**src/rtl/ccff_chain_loader_if.sv**
```systemverilog
// ----------------------------------------------------------------------------
// ccff_chain_loader_if
// Bitstream word handshake between a configuration source and the ccff chain
// loader. A word is transferred on a rising prog_clk edge where both
// word_valid and word_ready are high.
//
//   word_data  : bitstream word, bit WORD_W-1 is shifted into the chain first
//   word_valid : word_data holds a word (driven by the source)
//   word_ready : loader can take a word this cycle (driven by the loader)
//
// Modports: master = bitstream source, slave = loader.
// ----------------------------------------------------------------------------
interface ccff_chain_loader_if #(
   parameter int WORD_W = 8
) ();
   logic [WORD_W-1:0] word_data;
   logic              word_valid;
   logic              word_ready;

   modport master (
      output word_data,
      output word_valid,
      input  word_ready
   );

   modport slave (
      input  word_data,
      input  word_valid,
      output word_ready
   );
endinterface

```
**src/rtl/ccff_chain_loader.sv**
```systemverilog
// ----------------------------------------------------------------------------
// ccff_chain_loader
// Drives a tile's configuration flop chain. Bitstream words arrive over a
// valid/ready handshake and are serialised MSB-first onto ccff_head, one bit
// per enabled prog_clk edge. chain_clk_en drives the chain's clock gate, so
// the chain only advances while a bit is being presented. In a verify pass
// the same bitstream is re-sent and each bit returning on ccff_tail is
// compared with the bit being shifted in.
//
// Ports:
//   prog_clk      configuration clock, all state on the rising edge
//   prog_reset    synchronous active-high reset
//   start         pulse, begins a pass when idle
//   verify        sampled with start: 1 = verify pass, 0 = load pass
//   word_bus      slave side of the bitstream word handshake
//   ccff_head     registered serial bit to the chain head
//   chain_clk_en  registered chain shift enable, aligned with ccff_head
//   ccff_tail     serial bit returning from the chain tail
//   busy          pass in progress
//   done          one-cycle pulse at the end of a pass
//   error         at least one mismatch in the last verify pass
//   err_count     saturating mismatch count of the last verify pass
// ----------------------------------------------------------------------------
module ccff_chain_loader #(
   parameter int CHAIN_LEN = 19,
   parameter int WORD_W    = 8,
   parameter int ERR_W     = 8
) (
   input  logic                  prog_clk,
   input  logic                  prog_reset,
   input  logic                  start,
   input  logic                  verify,
   ccff_chain_loader_if.slave    word_bus,
   output logic                  ccff_head,
   output logic                  chain_clk_en,
   input  logic                  ccff_tail,
   output logic                  busy,
   output logic                  done,
   output logic                  error,
   output logic [ERR_W-1:0]      err_count
);

   // One counter width covers both the chain length and a full word.
   localparam int CNT_MAX = (CHAIN_LEN > WORD_W) ? CHAIN_LEN : WORD_W;
   localparam int CNT_W   = $clog2(CNT_MAX + 1);
   localparam logic [CNT_W-1:0] CHAIN_CNT = CNT_W'(CHAIN_LEN);
   localparam logic [CNT_W-1:0] WORD_CNT  = CNT_W'(WORD_W);

   typedef enum logic [1:0] {
      IDLE,
      WAIT_WORD,
      SHIFT,
      DONE
   } state_t;

   state_t            state_q;
   state_t            state_d;
   logic              mode_q;        // 1 = verify pass
   logic [CNT_W-1:0]  bits_left_q;   // chain bits not yet presented this pass
   logic [CNT_W-1:0]  nbits_q;       // bits of the current word still to present
   logic [WORD_W-1:0] sr_q;          // remaining word bits, next one at the MSB
   logic [CNT_W-1:0]  take;

   logic              pass_start;
   logic              accept;
   logic              shift_bit;
   logic              mismatch;

   function automatic logic [ERR_W-1:0] sat_inc(input logic [ERR_W-1:0] v);
      return (&v) ? v : v + ERR_W'(1);
   endfunction

   // Bits taken from the incoming word: a full word, or only the top bits of
   // the final word when the chain length is not a multiple of the word width.
   assign take = (bits_left_q < WORD_CNT) ? bits_left_q : WORD_CNT;

   assign word_bus.word_ready = (state_q == WAIT_WORD);
   assign busy                = (state_q != IDLE);
   assign done                = (state_q == DONE);

   // The tail bit present at an enabled edge is the oldest chain bit, which in
   // a correct chain equals the bit being re-sent on the head.
   assign mismatch = chain_clk_en && mode_q && (ccff_tail != ccff_head);

   always_ff @(posedge prog_clk) begin
      if (prog_reset) begin
         state_q <= IDLE;
      end else begin
         state_q <= state_d;
      end
   end

   always_comb begin
      state_d    = state_q;
      pass_start = 1'b0;
      accept     = 1'b0;
      shift_bit  = 1'b0;
      case (state_q)
         IDLE: begin
            if (start) begin
               pass_start = 1'b1;
               state_d    = WAIT_WORD;
            end
         end
         WAIT_WORD: begin
            if (word_bus.word_valid) begin
               accept  = 1'b1;
               state_d = SHIFT;
            end
         end
         SHIFT: begin
            // The accept edge already presented the word's first bit, so
            // nbits_q counts only the bits still following it.
            if (nbits_q != '0) begin
               shift_bit = 1'b1;
            end else if (bits_left_q == '0) begin
               state_d = DONE;
            end else begin
               state_d = WAIT_WORD;
            end
         end
         DONE: begin
            state_d = IDLE;
         end
         default: begin
            state_d = IDLE;
         end
      endcase
   end

   always_ff @(posedge prog_clk) begin
      if (prog_reset) begin
         mode_q       <= 1'b0;
         bits_left_q  <= '0;
         nbits_q      <= '0;
         chain_clk_en <= 1'b0;
         ccff_head    <= 1'b0;
         error        <= 1'b0;
         err_count    <= '0;
      end else begin
         // Head bit and enable are registered together so the chain sees a
         // stable bit for the whole enabled cycle.
         chain_clk_en <= accept | shift_bit;

         if (mismatch) begin
            error     <= 1'b1;
            err_count <= sat_inc(err_count);
         end

         if (pass_start) begin
            mode_q      <= verify;
            bits_left_q <= CHAIN_CNT;
            if (verify) begin
               error     <= 1'b0;
               err_count <= '0;
            end
         end

         if (accept) begin
            ccff_head   <= word_bus.word_data[WORD_W-1];
            nbits_q     <= take - CNT_W'(1);
            bits_left_q <= bits_left_q - CNT_W'(1);
         end

         if (shift_bit) begin
            ccff_head   <= sr_q[WORD_W-1];
            nbits_q     <= nbits_q - CNT_W'(1);
            bits_left_q <= bits_left_q - CNT_W'(1);
         end
      end
   end

   // Word shift register: pure data, only meaningful while nbits_q is nonzero.
   always_ff @(posedge prog_clk) begin
      if (accept) begin
         sr_q <= {word_bus.word_data[WORD_W-2:0], 1'b0};
      end else if (shift_bit) begin
         sr_q <= {sr_q[WORD_W-2:0], 1'b0};
      end
   end

endmodule

```
**src/flat_wrapper.sv**
```systemverilog
// flat-port wrapper written by rule: the top's interface ports become plain ports
module ccff_chain_loader_flat 
#(
   parameter int CHAIN_LEN = 19,
   parameter int WORD_W    = 8,
   parameter int ERR_W     = 8
)
  (prog_clk, prog_reset, start, verify, ccff_head, chain_clk_en, ccff_tail, busy, done, error, err_count, word_bus_word_data, word_bus_word_valid, word_bus_word_ready);
  ccff_chain_loader_if #(.WORD_W(WORD_W)) word_bus_i ();
  input  logic prog_clk;
  input  logic prog_reset;
  input  logic start;
  input  logic verify;
  output logic ccff_head;
  output logic chain_clk_en;
  input  logic ccff_tail;
  output logic busy;
  output logic done;
  output logic error;
  output logic [ERR_W-1:0] err_count;
  input wire logic [$bits(word_bus_i.word_data)-1:0] word_bus_word_data;
  input wire logic [$bits(word_bus_i.word_valid)-1:0] word_bus_word_valid;
  output wire logic [$bits(word_bus_i.word_ready)-1:0] word_bus_word_ready;
  assign word_bus_i.word_data = word_bus_word_data;
  assign word_bus_i.word_valid = word_bus_word_valid;
  assign word_bus_word_ready = word_bus_i.word_ready;
  ccff_chain_loader #(.CHAIN_LEN(CHAIN_LEN), .WORD_W(WORD_W), .ERR_W(ERR_W)) u_core (.prog_clk(prog_clk), .prog_reset(prog_reset), .start(start), .verify(verify), .word_bus(word_bus_i), .ccff_head(ccff_head), .chain_clk_en(chain_clk_en), .ccff_tail(ccff_tail), .busy(busy), .done(done), .error(error), .err_count(err_count));
endmodule
```
**config.mk**
```make
export PLATFORM = sky130hd
export DESIGN_NAME = ccff_chain_loader_flat
export DESIGN_NICKNAME = d
export VERILOG_FILES = /design/src/rtl/ccff_chain_loader_if.sv /design/src/rtl/ccff_chain_loader.sv /design/src/flat_wrapper.sv
export SDC_FILE = /design/constraint.sdc
export NUM_CORES = 1
export LEC_CHECK = 0
export CAP_MARGIN = 20
export CORE_ASPECT_RATIO = 1.1
export CORE_UTILIZATION = 52
export CTS_CLUSTER_DIAMETER = 150
export DETAILED_ROUTE_END_ITERATION = 10
export GPL_ROUTABILITY_DRIVEN = 0
export PLACE_DENSITY = 0.77
export SLEW_MARGIN = 20
export SYNTH_ARGS = -nofsm -noshare
export SYNTH_HDL_FRONTEND = slang
export SYNTH_SLANG_ARGS = --single-unit
```
**constraint.sdc**
```tcl
create_clock -name prog_clk -period 2.25 [get_ports prog_clk]
set_input_delay 0.225 -clock prog_clk [delete_from_list [all_inputs] [get_ports prog_clk]]
set_output_delay 0.225 -clock prog_clk [all_outputs]
set_load 0.01 [all_outputs]
```
==> results of run 1 <==
[path summary, 6_finish.rpt]
check,from,end,slack (ns)
setup / recovery,u_core.nbits_q[4]$_SDFFE_PP0P_,u_core.bits_left_q[3]$_SDFFE_PP0P_,0.21
hold / removal,u_core.error$_SDFF_PP0_,u_core.error$_SDFF_PP0_,0.45
setup reg to reg,u_core.nbits_q[4]$_SDFFE_PP0P_,u_core.bits_left_q[3]$_SDFFE_PP0P_,0.21
hold reg to reg,u_core.error$_SDFF_PP0_,u_core.error$_SDFF_PP0_,0.45
[worst max-delay path, stage by stage (launching register included)]
cell      delay (ns)
dfxtp_1         0.33
or3_1           0.47
o31a_4          0.36
nor2_8          0.14
clkinv_1        0.22
buf_4           0.24
o21ai_0         0.10
a21oi_1         0.09
[through the flow]
step / area, µm² / util [%] / instances / hold WS (ns) / setup WS, ns
6_report: 1980 / 69.3 / 249 / 0.451 / 0.209
5_1_grt: 1980 / 69.3 / 249 / 0.474 / 0.115
4_1_cts: 1980 / 69.3 / 249 / 0.457 / 0.215
3_5_place_dp: 1930 / 67.6 / 241 / 0.445 / 0.216
3_3_place_gp: 1930 / 67.6 / 241 / 0.436 / 0.309
2_1_floorplan: 1610 / - / 184 / 0.372 / 0.281
[kinds of logic after synthesis]
logic type	after synthesis	share of synthesized area, %
AOI/OAI and AO/OA	36	16.5
xor gates and xnor gates	6	3.27
adders and majority gates	3	2.34
buffers and inverters	17	4.28
DFF	31	43.0
muxes	6	3.74
and+or+nand+nor	85	26.9
[sequential cells by signal, summed over array words and instances, names as in the netlist]
register             flops
u_core.chain_clk_en      1
u_core.err_count         8
u_core.mode_q            1
u_core.state_q           2
u_core.error             1
u_core.bits_left_q       5
u_core.ccff_head         1
u_core.sr_q              7
u_core.nbits_q           5
[metal layers]
layer	share of wire [%]	vias to the layer above	track usage, %
met5	0	-	0
met4	0.93	0	10.0
met3	5.3	4	8.65
met2	53	44	43.0
met1	41	676	26.6
li1	-	716	-
[layout make-up]
cell class	instances	area, µm²
repair buffers	34	323
multi-input cells	136	847
fillers	228	875
clock buffers	7	45.0
inverters	7	26.3
flip-flops and latches	31	691
clock inverters	1	5.00
well taps	33	41.3
[power by group through the flow]
stage / clock network, mW / registers, mW / logic, mW
floorplan: 0 / 0.641 / 0.197
global placement: 0 / 0.653 / 0.262
detailed placement: 0 / 0.656 / 0.273
CTS: 0.315 / 0.643 / 0.274
global route: 0.336 / 0.649 / 0.304
finish: 0.305 / 0.644 / 0.275
[cells in the final DEF, fill, tap and decap left out, types with 2 or more instances in the layout]
master,n
dfxtp_1,24
and2_1,2
a32oi_1,2
o21ai_0,6
nor4_1,2
edfxtp_1,7
clkbuf_1,2
nor2b_1,3
nand3_1,3
a311oi_1,2
clkdlybuf4s50_1,27
nor3b_1,2
a21oi_1,7
xnor2_1,4
buf_4,7
nor3_1,5
xor2_1,2
nor2_1,18
and3_1,2
mux2i_1,6
ha_1,3
a211oi_1,5
o2111ai_1,2
clkbuf_4,5
or2_2,4
nand2_1,32
inv_1,6
or3_1,2
==> results.yml, run 1 <==
outcome:
  status: "completed"
yosys:
  synth_edf_count: 7
  syn_nets: 201
  async_reset_ff_share_pct: 0
  synthesis.area_um2: 1610
  yosysWarnings: 0
  yosys-top-cells-count: "32 x nand2_1, 24 x dfxtp_1, 18 x nor2_1"
  avgSynthCellArea_um2: 8.73
  ys_seq_area_share_pct: 43.0
  synthDistinctLibCells: 49
  ys_seq_elements: 31
  syn-instance-count: 184
  synth.largest_area_cell: "dfxtp_1"
  synth_most_common_cell: "nand2_1"
  yosys.area.top_type_share_pct: 29.9
  synth_area_leaders: "dfxtp_1 30%, edfxtp_1 13%, nand2_1 7.5%"
  ys.flop_type: "dfxtp_1"
cts:
  cts_hold_buf: 0
  clk_pin_slew_ns: 0.10
  postCtsSetupBuffers: 0
  cts_root_buf: "clkbuf_4"
  cts_resized: 0
  tritoncts: "yes"
  cts_made_buffers: 5
  clk_latency_ns: 0.34
  cts_sinks: 31
  h-tree-depth: 2
  cts_buffer_depth: 2
place:
  portBuffers: 27
  dpl.hpwl_um: 2650
timing:
  fin_crit_sh_pct: 90.7
  fin_skew_ns: 0.0111
  hold_viol: 0
  worstMarginPinSlew_ns: 0.599
  rsz0062_at_grt: "false"
  slew_headroom_pct: 59.0
  tns_ns: 0
  timing_max_transition_violations_final: 0
  setup_viol: 0
  max_freq_ghz: 0.490
  post-route-min-period_ns: 2.04
power:
  p_sw_share_pct: 29.8
  power.ir.vdd_worst_mv: 0.490
  power.switching_mw: 0.365
  p_clk_share_pct: 24.9
  combPwrFrac_pct: 22.5
  p_per_area_nw_per_um2: 619
  power_frac_seq_pct: 52.6
  power_mw: 1.22
  p_leak_nw: 0.750
  power.internal_mw: 0.859
worst_setup_path:
  cp-end-kind: "register"
  worstPathRequired_ns: 2.49
  arrival_ns: 2.28
  crit_fanout: 9
  rr_worst_depth: 7
  worstSetupPathType: "reg -> reg"
  cp-start-kind: "register"
finish:
  area_delta_synth_final_pct: 23.1
  drive_gt1_share_pct: 9.72
  nets: 232
  antenna_cells: 0
floorplan:
  die_w_um: 55.0
  rows: 20
  core_um2: 2850
  dieHeight_um: 60.3
  pin_count: 28
  die-area_um2: 3320
  start_util_pct: 56.3
detailed_routing:
  final_antenna_net_count: 0
  drt-initial-drc-count: 67
  vias: 1440
  post_drt_via_cell_ratio: 5.78
  drt-total-wl_um: 3570
  drc: 0
  wl_per_cell_um: 14.3
  drtPass1Iterations: 4
grt:
  grtUsageTotal_pct: 24.7
  antenna_found_initial: 0
  grt-ovfl-total: 0
  grt_pass1_vias: 1280
  grt_start_max_net_pins: 16
  grt_first_pass_wirelength_um: 5660
flow_run:
  maxCapViolCount: 0
hold_path:
  hold_class: "reg -> reg"
  min_path_cells: 2
Note: power is estimated with default switching activity, not from simulation.
==> run 2, diff against run 1 <==
Settings changed: HOLD_SLACK_MARGIN set to 0.15.
==> results of run 2 <==
No change in the layout: final DEF, timing and power equal those of run 1.
==> RTL change 1, RTL diff (settings of run 2) <==
`CHAIN_LEN` is set to 19 in 2 places; all go to 38.
--- a/src/rtl/ccff_chain_loader.sv
+++ b/src/rtl/ccff_chain_loader.sv
@@ -22,7 +22,7 @@
 //   err_count     saturating mismatch count of the last verify pass
 // ----------------------------------------------------------------------------
 module ccff_chain_loader #(
-   parameter int CHAIN_LEN = 19,
+   parameter int CHAIN_LEN = 38,
    parameter int WORD_W    = 8,
    parameter int ERR_W     = 8
 ) (
--- a/src/flat_wrapper.sv
+++ b/src/flat_wrapper.sv
@@ -1,7 +1,7 @@
 // flat-port wrapper written by rule: the top's interface ports become plain ports
 module ccff_chain_loader_flat 
 #(
-   parameter int CHAIN_LEN = 19,
+   parameter int CHAIN_LEN = 38,
    parameter int WORD_W    = 8,
    parameter int ERR_W     = 8
 )
Check against the original RTL: same outputs for any inputs over 10 cycles, from zero or initial values and one cycle with prog_reset high; that may be too few to reach the edited logic, so the function may still have changed.
==> RTL change 1 against run 2 <==
- routed wire length fell by 0.17%
- global-route usage fell by 2.1 points
- largest power group unchanged
- synthesized cell count rose by 2.7%
- sequential cell count rose by 2
- design area rose by 4.0%
- die area rose by 1.7%
- area after synthesis rose by 1.7%
- power rose by 7.8%
- clock power rose by 14%
- critical endpoint is now u_core.bits_left_q[0]
- setup slack got worse by 140 ps
- via count rose by 1.9%
- utilization rose by 2.1 points
==> RTL change 1: results (changes against run 2) <==
grt_pass1_vias: 1347  # +5.2%
grt_max_degree: 15  # -1
holdPathEnd: "u_core.error"
grt_use_met3: 0.0704  # -0.0162
drtIter0Drc: 85  # +27%
r2r_end: "u_core.bits_left_q[0]"
worstHoldPathType: "reg -> reg"
synth_common_cells: "nand2_1, dfxtp_1, nor2_1"
vias: 1468  # +1.9%
status: "completed"
reg2regPathDepth: 6  # -1
yosysUniqueCellTypes: 44  # -10%
rrSetupSlack_ps: 70  # -140 ps
drive_gt1_frac: 0.119  # +0.0217
synth_area_per_cell_sq_um: 8.65  # -0.98%
worstPathMaxFanout: 8  # -1
relSlewSlack: 0.571  # -0.0189
grt_pass1_wl_um: 5890  # +4.0%
yosysSeqAreaShare: 0.447  # +0.0173
critPathArrivalTime_ps: 2420  # +140 ps
yosys-top-cells-area: "dfxtp_1, edfxtp_1, nand2_1"
drt-wirelength-per-cell_um: 13.7  # -4.4%
syn_nets: 206  # +2.5%
hold_ws_ps: 451  # +0.0720 ps
fin_nets: 243  # +4.7%
startpoint: "u_core.nbits_q[1]"
avgViaCountPerCell: 5.65  # -2.4%
holdCritStartpoint: "u_core.error"
clock-root-buffer: "clkbuf_4"
grt_util_met1: 0.285  # +0.0194
gr-usage-all-layers: 0.226  # -0.0213
dp_cells: 250  # +3.7%
vdd_drop_max_uv: 654  # +33%
dp_hpwl_um: 2580  # -2.8%
met2_usage: 0.367  # -0.0637
skew_ps: 6.33  # -4.78 ps
[RTL change 1: what timing repair did]
item,CTS,global route
gates resized for setup,0,3
buffers inserted,0,2
setup endpoints to repair,0,1
[RTL change 1: worst max path at each step]
stage	end	cells after the start	slack, ps
global placement	u_core.nbits_q[4]	7	190
finish	u_core.bits_left_q[0]	6	70
CTS	u_core.nbits_q[4]	7	100
floorplan	u_core.nbits_q[4]	7	180
global route	u_core.bits_left_q[0]	6	-10
detailed placement	u_core.nbits_q[4]	7	120
[RTL change 1: critical path: stages, from the launching register on]
cell,delay [ps]
dfxtp_2,340
or3_4,400
o41ai_4,450
and2_1,230
inv_2,80
or4_1,490
o31ai_1,100
[RTL change 1: final cells by class]
class / count / area, sq um
clock buffer: 6 / 51.3
sequential: 33 / 732
fill: 233 / 821
tap: 33 / 41.3
multi-input combinational: 141 / 845
timing repair buffer: 38 / 353
clock inverter: 2 / 8.76
inverter: 7 / 26.3
[RTL change 1: routing by layer]
metal  share of wire  up-vias
li1                -      742
met1            0.45      678
met2            0.47       42
met3           0.059        6
met4           0.013        0
met5               0        -
[RTL change 1: power breakdown]
part           switching, uW  internal [uW]  leakage, uW
Clock                    201            147    0.0000357
Sequential              39.8            645     0.000277
Combinational            146            141     0.000468
Total                    387            933     0.000780
[RTL change 1: stage by stage]
step	worst slack [ps]	area [sq um]	utilization
finish	73.6	2060	0.715
global route	-11.2	2060	0.715
CTS	98.5	2030	0.707
detailed placement	122	1970	0.686
global placement	186	1970	0.686
floorplan	184	1630	-
[RTL change 1: cell families (layout without fill, tap and decap cells)]
group | Yosys count | after routing | share of synthesized area
AO/OA/AOI/OAI | 37 | 37 | 0.165
AND/OR/NAND/NOR | 90 | 90 | 0.262
XOR/XNOR | 7 | 7 | 0.0375
buffers and inverters | 15 | 53 | 0.0406
flip-flops | 33 | 33 | 0.447
adder cells (fa/ha/maj) | 3 | 3 | 0.0230
multiplexers | 4 | 4 | 0.0253
==> RTL change 2, RTL diff (config.mk and constraints of run 2) <==
Made on the original files. The 4 states of `state_t` get a one-hot encoding in 4 bits.
--- a/src/rtl/ccff_chain_loader.sv
+++ b/src/rtl/ccff_chain_loader.sv
@@ -46,11 +46,11 @@
    localparam logic [CNT_W-1:0] CHAIN_CNT = CNT_W'(CHAIN_LEN);
    localparam logic [CNT_W-1:0] WORD_CNT  = CNT_W'(WORD_W);
 
-   typedef enum logic [1:0] {
-      IDLE,
-      WAIT_WORD,
-      SHIFT,
-      DONE
+   typedef enum logic [3:0] {
+      IDLE      = 4'b0001,
+      WAIT_WORD = 4'b0010,
+      SHIFT     = 4'b0100,
+      DONE      = 4'b1000
    } state_t;
 
    state_t            state_q;
Function: no difference found for any inputs over 10 cycles, from zero or initial values and one cycle with prog_reset high; not proved beyond that.
==> RTL change 2 against run 2 <==
- clock skew is 5.8 ps higher
- synthesized cell count increased by 0.54%
- first-iteration DRC count decreased by 1.5%
- fmax is 5.5% lower
- clock power is 6% higher
- design area rose by 2.3%
- routed wire length is 1.7% higher
- power is 1.4% higher
- setup slack worse by 120 ps
- critical endpoint is now u_core.nbits_q[3]
- sequential cell count rose by 2
- area after synthesis increased by 1.9%
==> RTL change 2: results (changes against run 2) <==
r2r_end: "u_core.nbits_q[3]"
holdCritStartpoint: "word_bus_word_data[7]"
diodes: 0  # unchanged
worst_pin_slew_ps: 613  # +14.0 ps
vias: 1481  # +2.8%
gr-usage-all-layers: 0.229  # -0.0184
hold_path_depth: 3  # +1
holdPathEnd: "u_core.ccff_head"
place_area_sq_mm: 0.00196  # +1.7%
cellLeakagePower_uw: 0.000803  # +7.1%
synth_edf_count: 7  # unchanged
dp_slack_ps: 62.4  # -153 ps
rrSetupSlack_ps: 90  # -120 ps
drive_gt1_frac: 0.110  # +0.0124
yosysUniqueCellTypes: 44  # -10%
vdd_drop_max_uv: 444  # -9.5%
critPathArrivalTime_ps: 2400  # +120 ps
synth_area_per_cell_sq_um: 8.85  # +1.3%
yosysWarnings: 0  # unchanged
yosysSeqAreaShare: 0.446  # +0.0166
ctsLongestPathBuffers: 2  # unchanged
top_regs: "u_core.err_count x8, u_core.sr_q x7"
drtIter0Drc: 66  # -1.5%
grt_pass1_wl_um: 5900  # +4.3%
final_cells: 253  # +1.6%
synth_compound_area_frac: 0.154  # -0.0107
worstHoldPathType: "in -> reg"
synth_common_cells: "nand2_1, dfxtp_1, nor2_1"
drt-wirelength-per-cell_um: 14.3  # +0.13%
reg2reg_from: "u_core.state_q[0]"
grt_max_degree: 18  # +2
yosys-top-cells-area: "dfxtp_1, edfxtp_1, nand2_1"
insertion_delay_ps: 340  # about the same
reg2regPathDepth: 5  # -2
synthMuxAreaShare: 0.0183  # -0.0190
dp_hpwl_um: 2670  # +0.58%
postCtsSetupBuffers: 0  # unchanged
worstPathMaxFanout: 6  # -3
fillCellCount: 251  # +10%
skew_ps: 16.9  # +5.80 ps
ff_latch_area_sq_um: 731  # +5.8%
switching_power_uw: 369  # +1.1%
fin_nets: 235  # +1.3%
drtPass1Iterations: 5  # +1
synthAdderAreaFrac: 0.0229  # -0.000429
antenna_found_initial: 0  # unchanged
async_flop_share: 0  # unchanged
hold_ws_ps: 470  # +19.6 ps
syn_nets: 202  # +0.50%
synth-xor-area-share: 0.0428  # +0.0101
cts-htree-levels: 2  # unchanged
grt_pass1_vias: 1413  # +10%
status: "completed"
## RTL change 2: power groups by stage
stage                     sequential [uW]  combinational, uW  clock [uW]
after floorplan                       669                164           0
after global placement                675                240           0
after global routing                  669                279         355
final                                 665                254         322
after detailed placement              678                251           0
after CTS                             665                253         325
## RTL change 2: critical path, stage by stage (launching register included)
cell      delay, ps
dfxtp_1         370
or4b_1          630
a21o_4          250
a32o_1          260
a2111o_1        370
and4b_1         190
## RTL change 2: how the worst max path moves through the flow
stage          slack, ps  cells after the start              start                    end
2_1_floorplan        180                      6  u_core.state_q[0]      u_core.nbits_q[3]
3_3_place_gp         160                      5  u_core.state_q[0]      u_core.nbits_q[3]
3_5_place_dp          60                      7  u_core.nbits_q[2]  u_core.bits_left_q[1]
4_1_cts               30                      7  u_core.nbits_q[2]  u_core.bits_left_q[1]
5_1_grt               20                      6  u_core.state_q[0]      u_core.nbits_q[3]
6_report              90                      5  u_core.state_q[0]      u_core.nbits_q[3]
## RTL change 2: area by class of cell
| class | count | share of cell area |
|---|---|---|
| tap | 34 | 0.0210 |
| inverter | 6 | 0.0111 |
| clock inverter | 3 | 0.00866 |
| multi-input combinational | 137 | 0.416 |
| sequential | 33 | 0.361 |
| timing repair buffer | 35 | 0.163 |
| clock buffer | 5 | 0.0186 |
## RTL change 2: layer usage
layer  share of wire  GRT usage  vias to the layer above  routed length (um)
met5               0          0                        -                   0
met4           0.018      0.111                        0                  67
met3           0.068     0.0810                        9                 246
met2            0.50      0.406                       47                1820
met1            0.41      0.250                      692                1490
li1                -          -                      733                   -
## RTL change 2: timing repair
action	CTS	global route
endpoints found under the setup margin	0	14
resized for setup	0	2
endpoints found under the hold margin	0	0
hold buffers	0	0
